## config.mk

```make
export PLATFORM = sky130hd
export DESIGN_NAME = lsu_bridge
export DESIGN_NICKNAME = d
export VERILOG_FILES = /design/src/rtl/lsu_bridge.sv
export SDC_FILE = /design/constraint.sdc
export NUM_CORES = 1
export LEC_CHECK = 0
export CAP_MARGIN = 20
export CORE_MARGIN = 8
export CORE_UTILIZATION = 31
export CTS_CLUSTER_SIZE = 30
export DETAILED_ROUTE_END_ITERATION = 10
export GPL_ROUTABILITY_DRIVEN = 0
export PLACE_DENSITY = 0.53
export SLEW_MARGIN = 5
export SYNTH_ARGS = -nofsm -noshare
export SYNTH_HDL_FRONTEND = slang
export SYNTH_SLANG_ARGS = --single-unit
```

## constraint.sdc

```tcl
create_clock -name clk -period 3.2 [get_ports clk]
set_clock_uncertainty 0.15 [all_clocks]
set_input_delay 0.64 -clock clk [delete_from_list [all_inputs] [get_ports clk]]
set_output_delay 0.64 -clock clk [all_outputs]
set_load 0.01 [all_outputs]
```

## src/rtl/lsu_bridge.sv

```systemverilog
// Load/store bridge: byte-addressed core requests to a word-wide bus, with strobe generation,
// two-beat splitting of word-crossing accesses and aligned, extended load return.
module lsu_bridge #(
    parameter bit ALLOW_MISALIGNED = 1'b1
) (
    input  logic        clk,
    input  logic        rst,
    input  logic        req_valid,
    output logic        req_ready,
    input  logic        req_we,
    input  logic [31:0] req_addr,
    input  logic [2:0]  req_size,
    input  logic [31:0] req_wdata,
    output logic        rsp_valid,
    output logic        rsp_err,
    output logic [31:0] rsp_rdata,
    output logic        bus_valid,
    input  logic        bus_ready,
    output logic        bus_we,
    output logic [31:0] bus_addr,
    output logic [3:0]  bus_wstrb,
    output logic [31:0] bus_wdata,
    input  logic [31:0] bus_rdata
);

    typedef enum logic [1:0] {StIdle, StAcc0, StAcc1, StResp} state_t;

    state_t      state;
    logic        we_q;
    logic [1:0]  off_q;
    logic [2:0]  size_q;
    logic        split_q;
    logic [3:0]  hi_strb_q;
    logic [31:0] hi_data_q;
    logic [31:0] lo_q;

    logic [2:0]  req_nbytes;
    logic [3:0]  req_mask;
    logic [1:0]  req_off;
    logic        req_split;
    logic        req_illegal;
    logic [7:0]  req_wide_strb;
    logic [63:0] req_wide_data;
    logic [63:0] load_raw;
    logic [31:0] load_data;

    function automatic logic [31:0] extract(input logic [63:0] raw, input logic [1:0] off,
                                            input logic [2:0] size);
        logic [31:0] sh;
        sh = 32'(raw >> {off, 3'b000});
        case (size)
            3'd0:    return {{24{sh[7]}}, sh[7:0]};
            3'd1:    return {{16{sh[15]}}, sh[15:0]};
            3'd4:    return {24'b0, sh[7:0]};
            3'd5:    return {16'b0, sh[15:0]};
            default: return sh;
        endcase
    endfunction

    always_comb begin
        req_off = req_addr[1:0];
        case (req_size[1:0])
            2'd0: begin req_nbytes = 3'd1; req_mask = 4'b0001; end
            2'd1: begin req_nbytes = 3'd2; req_mask = 4'b0011; end
            default: begin req_nbytes = 3'd4; req_mask = 4'b1111; end
        endcase
        req_split     = ({1'b0, req_off} + req_nbytes) > 3'd4;
        req_illegal   = (req_size[1:0] == 2'b11) || (req_size[2] && req_size[1]);
        req_wide_strb = {4'b0000, req_mask} << req_off;
        req_wide_data = {32'b0, req_wdata} << {req_off, 3'b000};
    end

    // The final beat's data is still on the bus when the response is formed.
    always_comb begin
        load_raw  = (state == StAcc1) ? {bus_rdata, lo_q} : {32'b0, bus_rdata};
        load_data = extract(load_raw, off_q, size_q);
    end

    always_ff @(posedge clk) begin
        if (rst) begin
            state     <= StIdle;
            req_ready <= 1'b1;
            rsp_valid <= 1'b0;
            rsp_err   <= 1'b0;
            rsp_rdata <= 32'b0;
            bus_valid <= 1'b0;
            bus_we    <= 1'b0;
            bus_addr  <= 32'b0;
            bus_wstrb <= 4'b0;
            bus_wdata <= 32'b0;
            we_q      <= 1'b0;
            off_q     <= 2'b0;
            size_q    <= 3'b0;
            split_q   <= 1'b0;
            hi_strb_q <= 4'b0;
            hi_data_q <= 32'b0;
            lo_q      <= 32'b0;
        end else begin
            case (state)
                StIdle: begin
                    if (req_valid) begin
                        req_ready <= 1'b0;
                        we_q      <= req_we;
                        off_q     <= req_off;
                        size_q    <= req_size;
                        split_q   <= req_split;
                        hi_strb_q <= req_we ? req_wide_strb[7:4] : 4'b0;
                        hi_data_q <= req_wide_data[63:32];
                        if (req_illegal || (req_split && !ALLOW_MISALIGNED)) begin
                            state     <= StResp;
                            rsp_valid <= 1'b1;
                            rsp_err   <= 1'b1;
                            rsp_rdata <= 32'b0;
                        end else begin
                            state     <= StAcc0;
                            bus_valid <= 1'b1;
                            bus_we    <= req_we;
                            bus_addr  <= {req_addr[31:2], 2'b00};
                            bus_wstrb <= req_we ? req_wide_strb[3:0] : 4'b0;
                            bus_wdata <= req_wide_data[31:0];
                        end
                    end
                end
                StAcc0, StAcc1: begin
                    if (bus_ready) begin
                        lo_q <= bus_rdata;
                        if (state == StAcc0 && split_q) begin
                            state     <= StAcc1;
                            bus_addr  <= bus_addr + 32'd4;
                            bus_wstrb <= hi_strb_q;
                            bus_wdata <= hi_data_q;
                        end else begin
                            state     <= StResp;
                            bus_valid <= 1'b0;
                            bus_we    <= 1'b0;
                            bus_wstrb <= 4'b0;
                            bus_wdata <= 32'b0;
                            rsp_valid <= 1'b1;
                            rsp_err   <= 1'b0;
                            rsp_rdata <= we_q ? 32'b0 : load_data;
                        end
                    end
                end
                StResp: begin
                    state     <= StIdle;
                    rsp_valid <= 1'b0;
                    req_ready <= 1'b1;
                end
                default: state <= StIdle;
            endcase
        end
    end

endmodule

```

# ---- Word level (Yosys, flattened, before mapping)
# Cells that the tools add are included.
dict set report classes {
  muxes 48
  n_addsub 2
  reduce_logical 18
  n_shift 3
  eq_ne 14
  order_cmp 1
}
# op count
set op_table {}
lappend op_table {{32-bit 2-to-1 mux} 13}
lappend op_table {{32-bit one-hot mux with 2 select lines} 3}
lappend op_table {{32-bit one-hot mux with 4 select lines} 1}
lappend op_table {{64-bit 2-to-1 mux} 1}
lappend op_table {{32-bit by 5-bit left shift with 64-bit output} 1}
lappend op_table {{64-bit by 5-bit >> shifter with 32-bit output} 1}
lappend op_table {{32-bit by 3-bit adder with 32-bit output (second input constant)} 1}
lappend op_table {{4-bit 2-to-1 mux} 6}
lappend op_table {{4-bit one-hot mux with 2 select lines} 2}
lappend op_table {{5-bit AND reduction} 3}
lappend op_table {{1-bit 2-to-1 mux} 12}
lappend op_table {{2-bit != test (second input constant)} 6}
lappend op_table {{1-bit one-hot mux with 2 select lines} 4}
lappend op_table {{2-bit AND reduction} 4}
lappend op_table {{4-bit AND reduction} 2}
lappend op_table {{4-bit by 2-bit left shift with 8-bit output} 1}
lappend op_table {{2-bit equality test (second input constant)} 3}
lappend op_table {{3-bit equality test (second input constant)} 2}
lappend op_table {{2-bit 2-to-1 mux} 3}
lappend op_table {{2-bit one-hot mux with 3 select lines} 1}
lappend op_table {{3-bit one-hot mux with 2 select lines} 1}
lappend op_table {{2-bit by 1-bit equality test with 1-bit output (second input constant)} 2}
lappend op_table {{2-bit logical NOT} 2}
lappend op_table {{2-bit nonzero test} 2}
lappend op_table {{other kinds (8)} 9}
dict set report totals {
  in_bits 104
  ff_bits 182
  word_cells 103
}

# ---- Longest topological paths before layout
dict set report logic_depth {
  depth_word 8
  mapped_depth 12
  mapped_depth_nobuf 7
}

# ---- Least setup slack after synthesis
# OpenSTA, ideal clock, no wires.
dict set report synth_timing {
  path_type {register -> register}
  startpoint {reg state[1]}
  endpoint {reg rsp_rdata[12]}
  path_slack_ns 0.701
  t_arrival_ns 2.230
  path_stages_with_launch 9
  setup_ns 0.120
  period_less_slack_ns 2.499
  path_cell_list {dfxtp_1 > inv_1 > ha_1 > buf_2 > nor2_1 > a2111oi_4 > a21oi_1 > clkbuf_1 > a211o_1}
}
dict set report synth_between {
  elab_chain_len 8
  word_cells_on_any_way 18
  classes_between {eq/ne: 6; shift: 1; mux: 6; reduce/logical: 5}
}
# element line
set synth_lines {}
lappend synth_lines {{start, declared} 28} ;# state_t state;
lappend synth_lines {{start signal, assigned} 81} ;# state <= StIdle;
lappend synth_lines {{start signal, assigned} 110} ;# state <= StResp;
lappend synth_lines {{start signal, assigned} 115} ;# state <= StAcc0;
lappend synth_lines {{2-bit equality test} {75, 99}}
lappend synth_lines {{64-bit 2-to-1 mux} 75} ;# load_raw = (state == StAcc1) ? {bus_rdata, lo_q} : {32'b0, bus_rdata};
lappend synth_lines {{64-bit by 5-bit >> shifter with 32-bit output} 50} ;# sh = 32'(raw >> {off, 3'b000});
lappend synth_lines {{32-bit one-hot mux with 4 select lines} 51} ;# case (size)
lappend synth_lines {{32-bit 2-to-1 mux} 140} ;# rsp_rdata <= we_q ? 32'b0 : load_data;
lappend synth_lines {{32-bit 2-to-1 mux} 127} ;# if (state == StAcc0 && split_q) begin
lappend synth_lines {{32-bit 2-to-1 mux} 125} ;# if (bus_ready) begin
lappend synth_lines {{32-bit one-hot mux with 2 select lines} 99} ;# case (state)
lappend synth_lines {{end signal, assigned} 140}
lappend synth_lines {{end, declared} 16} ;# output logic [31:0] rsp_rdata,
# Parallel ways exist; a longest one is shown, timed or not. The select of a mux whose other input is x is not followed.
# A chain may end at the register's enable or synchronous reset.

# ---- Worst setup path after layout
dict set report layout_timing {
  startpoint {reg state[1]}
  endpoint {reg rsp_rdata[24]}
}
# Same word-level chain as after synthesis.

==> flow_summary.ini <==
[status]
outcome = finished, final reports clean

[drt]
routed_wl_mm = 32.7
vias = 9028
dr.pass1.iters = 5
wl_per_cell_um = 19.5
drc_errors = 0
first_iter_violations = 758
ant_nets = 0
via_per_inst = 5.39

[clocking]
post-cts-setup-buffers = 0
ctsResizeCount = 0
clock-sinks = 171
clk_pin_slew_ps = 80
htreeDepth = 4
cts_tree = done
clock_latency_ps = 430
cts_buffer_depth = 2
postCtsHoldBufs = 0
cts_buffers = 17
root_buffer = clkbuf_16

[flow_run]
drv_cap = 0

[grt]
grt_max_degree = 58
grt_overflow = 0
grtUsageTotal_pct = 18.2
grt_pass1_wl_mm = 51.6
grt_pass1_vias = 8558
antenna_found_initial = 2

[layout]
area_growth_pct = 34.0
n_fill_cell = 2880
drive_above_1_share_pct = 10.1
fin_util_pct = 42.2
stdcell_area_mm2 = 0.0121
fin_nets = 1391
antenna_cells = 0

[pwr]
finalPower_mw = 11.3
netSwitchingPower_mw = 4.84
p_seq_share_pct = 29.3
comb_power_share_pct = 51.6
p_per_area_mw_per_mm2 = 930
p_sw_share_pct = 43.0
p_int_mw = 6.41
vdd_ir_drop_max_uv = 495
p_clk_share_pct = 19.1
leakage_nw = 4.29

[floorplan]
die_h_um = 187
die_area_mm2 = 0.0349
coreArea_mm2 = 0.0287
start_util_pct = 31.5
core.rowCount = 62
io_pins = 209
die_w_um = 187

[worst_setup_path]
r2r-end = rsp_rdata[24]
crit_path_start_kind = flip-flop
required_ps = 3420
critical_path.max_stage_delay_ps = 430
arrival_ps = 2890
critPathKind = reg -> reg
worstRegToRegCells = 9
path_cells = inv_1 -> ha_2 -> nor2_1 -> a2111oi_4 -> buf_4 -> nand3_1 -> buf_4 -> o41a_1 -> o21ai_1
end_kind = flip-flop
crit_slowest_cell = dfxtp_1
cp_max_fo = 9
r2r_start = state[1]
cp_common_cell = buf_4
ff2ff_setup_slack_ps = 520

[min_path]
hp-start = rsp_rdata[27]
hold_path.class = reg -> reg
hold_depth = 2
hold_path_end = rsp_rdata[27]

[placement]
hpwl_mm = 23.3
place_area_mm2 = 0.0115
numPortBuffers = 206

[timing]
finalSetupTns_ps = 0
maxSlewViolCount = 0
final-setup-viol-count = 0
post-route-min-period_ps = 2680
timing.final.crit_share_pct = 83.6
worst_pin_slew_ps = 820
rsz0062_at_grt = false
fmax_mhz = 374
max-slew-margin-rel_pct = 45.1
finalHoldWorstSlack_ps = 297
hold_viol = 0

[synth]
synth-adder-area-share_pct = 1.19
synth.area.mux_share_pct = 11.1
syn_area_mm2 = 0.00903
synth_cells = 1118
yosysTopAreaCell = dfxtp_1
synth_most_common_cell = dfxtp_1
async_flop_share_pct = 0
synth_xor_area_share_pct = 0
synth_top_family_by_area = compound AO/OA/AOI/OAI gates
yosys-top-cells-count = dfxtp_1, nand2_1, nor2_1
ys.flop_type = dfxtp_1
yosysSeqAreaShare_pct = 37.9
ys_top_cells_by_area = dfxtp_1, mux2i_1, a21oi_1
synthDominantCellAreaShare_pct = 37.9
synthSimpleGateAreaFrac_pct = 20.4
ys_warn_count = 0
synth_cell_types = 65
ys_ff_latch = 171
synth-compound-area-share_pct = 24.5
avgSynthCellArea_um2 = 8.08
synth-edff-count = 0
power by group through the flow:
stage / Clock, mW / Combinational [mW] / Sequential (mW)
6_report: 2.15 / 5.80 / 3.30
5_1_grt: 2.29 / 6.37 / 3.40
4_1_cts: 2.20 / 5.83 / 3.30
3_5_place_dp: 0 / 5.81 / 3.34
3_3_place_gp: 0 / 5.79 / 3.33
2_1_floorplan: 0 / 3.32 / 3.41
cells in the final DEF, fill, tap and decap left out, drive strengths merged, types with 5 or more instances in the layout:
cell type and instances:
inv 14, a211oi 38, o22ai 10, mux4 5, clkbuf 18, a31oi 8
dfxtp 171, a211o 16, o21ai 49, nor3 53, mux2i 56, o21a 5
nor2 125, buf 41, a2111oi 8, or2 7, a221oi 24, a22oi 17
a21oi 103, nor4 7, and4 5, nand4 8, nand2 135, nor2b 9
and3 6, clkinv 6, a311oi 8, mux2 29, a2bb2oi 8, ha 7
clkdlybuf4s50 203, o221a 5, nand3 41
through the flow:
step | std cells | setup slack (ps)
CTS | 1675 | 353
global placement | 1642 | 156
floorplan | 1119 | 701
finish | 1676 | 524
global route | 1676 | 338
detailed placement | 1643 | 137
worst max-delay path: cells and delay by family (launching register included):
| kind | cells | cell delay [ps] |
|---|---|---|
| compound gates | 3 | 750 |
| fa+ha+maj | 1 | 390 |
| buf+inv | 3 | 580 |
| flops | 1 | 430 |
| simple gates | 2 | 320 |
routing by layer:
| metal | part of all wire, % | track usage (%) | vias up |
|---|---|---|---|
| li1 | - | - | 4431 |
| met3 | 5.4 | 3.78 | 20 |
| met1 | 48 | 25.6 | 4309 |
| met4 | 0.74 | 2.99 | 4 |
| met5 | 0.076 | 0 | - |
| met2 | 45 | 28.6 | 264 |
worst max path at each step:
stage / startpoint / to / slack (ps) / cells past startpoint
3_5_place_dp: req_valid / rsp_rdata[19] / 140 / 6
4_1_cts: state[0] / rsp_rdata[23] / 350 / 7
5_1_grt: state[1] / bus_addr[28] / 340 / 8
2_1_floorplan: state[1] / rsp_rdata[12] / 700 / 8
6_report: state[1] / rsp_rdata[24] / 520 / 9
3_3_place_gp: req_valid / rsp_rdata[25] / 160 / 7
flip-flops by register name, indices dropped and copies added, names as in the netlist, 3 cells and up:
signal	cells
lo_q	32
bus_addr	30
hi_strb_q	3
rsp_rdata	32
size_q	3
bus_wstrb	4
bus_wdata	32
hi_data_q	24
area by class of cell:
type                       count  area [um2]  area share [%]
multi-input combinational    838        5220            43.1
tap                          384         480            3.97
inverter                       7        26.3           0.217
clock inverter                14         164            1.35
sequential                   171        3420            28.3
clock buffer                  18         429            3.54
timing repair buffer         244        2360            19.5
kinds of logic after synthesis:
logic type | Yosys count
flops | 171
simple gates | 410
mux | 90
other cells | 1
buf+inv | 110
fa+ha+maj | 8
compound gates | 328
Power figures use the tool's default switching activity.
